[config.mk]
export PLATFORM = sky130hd
export DESIGN_NAME = sd_dfc_tx
export DESIGN_NICKNAME = d
export VERILOG_FILES = /design/src/rtl/sd_dfc_tx.sv
export SDC_FILE = /design/constraint.sdc
export NUM_CORES = 1
export LEC_CHECK = 0
export ABC_AREA = 1
export CELL_PAD_IN_SITES_DETAIL_PLACEMENT = 1
export CELL_PAD_IN_SITES_GLOBAL_PLACEMENT = 1
export CORE_UTILIZATION = 25
export DETAILED_ROUTE_END_ITERATION = 7
export PLACE_DENSITY = 0.59
export SYNTH_ARGS = -nofsm -noshare
export SYNTH_HDL_FRONTEND = slang
export SYNTH_SLANG_ARGS = --single-unit
[constraint.sdc]
create_clock -name clk -period 5.3 [get_ports clk]
set_clock_uncertainty 0.1 [all_clocks]
set_input_delay 1.06 -clock clk [delete_from_list [all_inputs] [get_ports clk]]
set_output_delay 1.06 -clock clk [all_outputs]
set_load 0.01 [all_outputs]
[src/rtl/sd_dfc_tx.sv]
// Transmit side of a delayed-flow-control link: srdy/drdy producer in, registered c_vld/c_data out.
// A 2-entry skid buffer decouples p_drdy from c_fc_n; launches stop 1+regcin cycles after c_fc_n falls.
module sd_dfc_tx #(
   parameter int width  = 8,
   parameter int regcin = 1,
   parameter int cnt_w  = 16
) (
   input  logic             clk,
   input  logic             rst,
   input  logic             p_srdy,
   output logic             p_drdy,
   input  logic [width-1:0] p_data,
   output logic             c_vld,
   output logic [width-1:0] c_data,
   input  logic             c_fc_n,
   input  logic             force_stop,
   input  logic             stall_clr,
   output logic [cnt_w-1:0] stall_cnt,
   output logic             busy
);

   // Producer handshake: an item transfers on a clock edge where p_srdy and p_drdy are both 1.
   // p_drdy depends only on the occupancy flops, so the receiver's c_fc_n never reaches it.

   logic [width-1:0] mem [2];
   logic             hd;
   logic             tl;
   logic [1:0]       cnt;
   logic             fc_q;
   logic             fc_src;
   logic             fc_ok;
   logic             push;
   logic             launch;

   assign p_drdy = (cnt != 2'd2);
   assign busy   = (cnt != 2'd0);
   assign push   = p_srdy & p_drdy;
   assign fc_src = (regcin != 0) ? fc_q : c_fc_n;
   assign fc_ok  = fc_src & ~force_stop;
   // No bypass: only buffered items launch, so every item sits in the buffer at least one cycle.
   assign launch = fc_ok & busy;

   always_ff @(posedge clk) begin
      if (rst) begin
         fc_q <= 1'b0;
      end else begin
         fc_q <= c_fc_n;
      end
   end

   always_ff @(posedge clk) begin
      if (rst) begin
         hd  <= 1'b0;
         tl  <= 1'b0;
         cnt <= 2'd0;
      end else begin
         if (push) begin
            tl <= ~tl;
         end
         if (launch) begin
            hd <= ~hd;
         end
         cnt <= cnt + {1'b0, push} - {1'b0, launch};
      end
   end

   // Storage is not reset; occupancy alone decides what is valid.
   always_ff @(posedge clk) begin
      if (push) begin
         mem[tl] <= p_data;
      end
   end

   always_ff @(posedge clk) begin
      if (rst) begin
         c_vld <= 1'b0;
      end else begin
         c_vld <= launch;
      end
   end

   always_ff @(posedge clk) begin
      if (launch) begin
         c_data <= mem[hd];
      end
   end

   always_ff @(posedge clk) begin
      if (rst) begin
         stall_cnt <= '0;
      end else if (stall_clr) begin
         stall_cnt <= '0;
      end else if (busy & ~fc_ok & ~(&stall_cnt)) begin
         stall_cnt <= stall_cnt + cnt_w'(1);
      end
   end

endmodule

==> summary.md <==
| Metric | Value |
|---|---|
| Status | `completed` |
| #FFs+latches synth | `46` |
| Placed cell area | `0.00256 mm^2` |
| Vias per inst | `4.35` |
| Starting Density | `26.3%` |
| Num rows | `32` |
| Most common cell on crit path | `nand2_1` |
| Power per Cell Area | `269 mW/mm^2` |
| Number of diodes | `0` |
| Gates resized, CTS repair | `0` |
| Share of the synthesized area in the top cell type | `34.9%` |
| Syn_nets | `approximately 270` |
| Delay-heaviest family, CP | `simple AND/OR/NAND/NOR gates` |
| Antenna viol nets, final | `0` |
| Max-cap violations | `0` |
| Iter 0 DRT Violations | `27` |
| FMAX | `328 MHz` |
| CP max FO | `11` |
| Crit-path slowest cell | `nor2_1` |
| Worst Path Buf+Inv | `3` |
| WP data arrival | `3.14 ns` |
| Slew Limit Fails | `0` |
| Fin. Hold Viols | `0` |
| Largest cells by area after synthesis | `edfxtp_1 35%, dfxtp_1 21%, nand2_1 14%` |
| Cell area after layout | `0.00265 mm^2` |
| 1st-pass router iterations | `4` |
| Fillers | `986` |
| Mapped Area | `slightly above 0.002 mm^2` |
| Most common cell in the netlist | `nand2_1` |
| Leak | `around 0.96 nW` |
| Syn_area_per_cell | `8.20 um^2` |
| DIE AREA | `around 0.0086 mm^2` |
| CTS tree | `yes` |
| CP Class | `input port to flop` |
| Commonest cells in the netlist | `76 x nand2_1, 51 x nor2_1, 24 x edfxtp_1, 24 x inv_1, 22 x dfxtp_1` |
| Worst vdd ir | `0.103 mV` |
| Critical Path, Cell by Cell | `clkdlybuf4s50_1 -> inv_1 -> nand2_1 -> nor2_1 -> inv_1 -> nand2_1 -> nand2_1 -> ha_1 -> xnor2_1 -> xnor2_1 -> nor2_1` |
| Top FF cell, synth | `edfxtp_1` |
| Total grt overflow | `0` |
| Die width | `92.9 um` |
| Vias in the first global route | `1,773` |
| Yosys top cell by area | `edfxtp_1` |
| Number of synthesized flops with an enable pin | `24` |
| CTS clk-pin slew, worst paths | `~0.090 ns` |
| Crit path required time | `5.39 ns` |
| RD Place Congestion | `0.736` |
| DPL Wire Length | `3740 um` |
| Tot GR Track Use | `12.5%` |
| Fin crit share | `around 57%` |
| Seq/Total Area, Yosys | `56.2%` |
| Final nets | `311` |
| Via count | `1,733` |
| YS warnings | `0` |
| Later-pin clock latency in the skew report | `roughly 0.30 ns` |
| Cells after Synth | `about 250` |
| CP max stage delay | `0.65 ns` |
| RSZ-0062 raised after global routing | `false` |
| TritonCTS Buffers | `5` |
| Pin count of the biggest net entering global routing | `17` |
| Period minus WS final | `3.05 ns` |
| Endpoints failing setup | `0` |
| First-pass GRT wire length | `8330 um` |
| Worst Tran Pin Value | `1.16 ns` |
| WL final | `4970 um` |
| Die H | `a little over 90 um` |
| Unique masters post-synth | `20` |
| Port Buf Inserts | `40` |
| Setup TNS | `0 ns` |
| Worst setup SP type | `input port` |
| Clk sinks | `46` |
| Antenna violations before repair | `0` |
| CP Capture Type | `flop` |
| Core Region | `between 0.007 and 0.008 mm^2` |
| Post-synth ARST share | `0%` |
| Hold/Removal Path Class | `flop to flop` |
| Routed WL per cell | `12.5 um` |
| Hold Buf Count CTS | `0` |
| Register area | `0.00116 mm^2` |
| Post-CTS setup buffer count | `0` |
| Clock Tree Buf Depth | `2` |
| Pwr Total | `0.712 mW` |
| # DRC | `0` |
| H-tree depth | `2` |
| Root Buffer | `clkbuf_8` |
| Fraction of layout instances using a drive strength above 1 | `6.08%` |
| Layout area overhead | `28.2%` |
| Area of the multi-input gates | `between 700 and 800 um^2` |
| Io pins | `a little over 40` |
| Relative slew margins | `22.3%` |
## state kept, by name, indices dropped and copies added (netlist names)
register / cells
c_data: 8
c_vld: 1
cnt: 2
fc_q: 1
hd: 1
mem: 16
stall_cnt: 16
tl: 1
## through the flow
stage	worst slack [ns]	hold slack, ns	std cells	utilization [%]
floorplan	2.69	0.381	252	-
global placement	2.01	0.393	390	32.7
detailed placement	1.82	0.405	390	32.7
CTS	2.15	0.426	398	33.8
global route	1.99	0.443	398	33.8
finish	2.25	0.421	398	33.8
## routing by layer
| layer | routed length (um) | up-vias | GRT usage, % |
|---|---|---|---|
| met3 | 206 | 9 | 2.79 |
| met4 | 99 | 0 | 5.13 |
| met2 | 2440 | 32 | 21.9 |
| met5 | 0 | - | 0 |
| met1 | 2230 | 808 | 14.5 |
| li1 | - | 884 | - |
## worst min-delay path: cells and delay by family, from the launching register on
kind | cells | cell delay, ns
DFF | 1 | 0.33
and+or+nand+nor | 2 | 0.09
## logic make-up (layout without fill, tap and decap cells)
group,count (synthesis),in the layout,share of synthesized area (%)
AOI/OAI and AO/OA,12,12,2.91
xor gates and xnor gates,2,2,0.848
adders and majority gates,2,2,1.21
buffers and inverters,29,73,6.05
DFF,46,46,56.2
and+or+nand+nor,161,161,32.8
## cell usage in the layout (no fill, tap or decap), drive strengths merged
| cell type | instances |
|---|---|
| clkinv | 3 |
| nand3 | 17 |
| nand4 | 3 |
| nor2 | 57 |
| clkbuf | 6 |
| a21oi | 10 |
| o21ai | 2 |
| nand2 | 80 |
| dfxtp | 22 |
| ha | 2 |
| clkdlybuf4s50 | 40 |
| nor3 | 4 |
| edfxtp | 24 |
| inv | 24 |
| xnor2 | 2 |
## area by class of cell
class                           instances  share of cell area (%)
Clock inverter                          2                   0.519
Timing Repair Buffer                   40                    15.1
Multi-Input combinational cell        177                    29.5
Sequential cell                        46                    43.8
Inverter                               25                    3.54
Clock buffer                            6                    2.74
Tap cell                              102                    4.82
## final timing paths
path | from | depth (start not counted) | end | slack (ns)
worst max register to register | cnt[1] | 9 | cnt[1] | 3.06
worst min register to register | mem[0][2] | 2 | c_data[2] | 0.42
worst max-delay path | force_stop | 11 | cnt[1] | 2.25
worst min-delay path | mem[0][2] | 2 | c_data[2] | 0.42
## power breakdown
part,leakage [nW],total (mW),switching (mW),internal [mW]
Clock,0.0452,0.212,0.118,0.0932
Sequential,0.400,0.408,0.0105,0.398
Combinational,0.513,0.0924,0.0536,0.0388
Total,0.959,0.712,0.182,0.530
No activity file was read; power rests on OpenSTA's default activity.
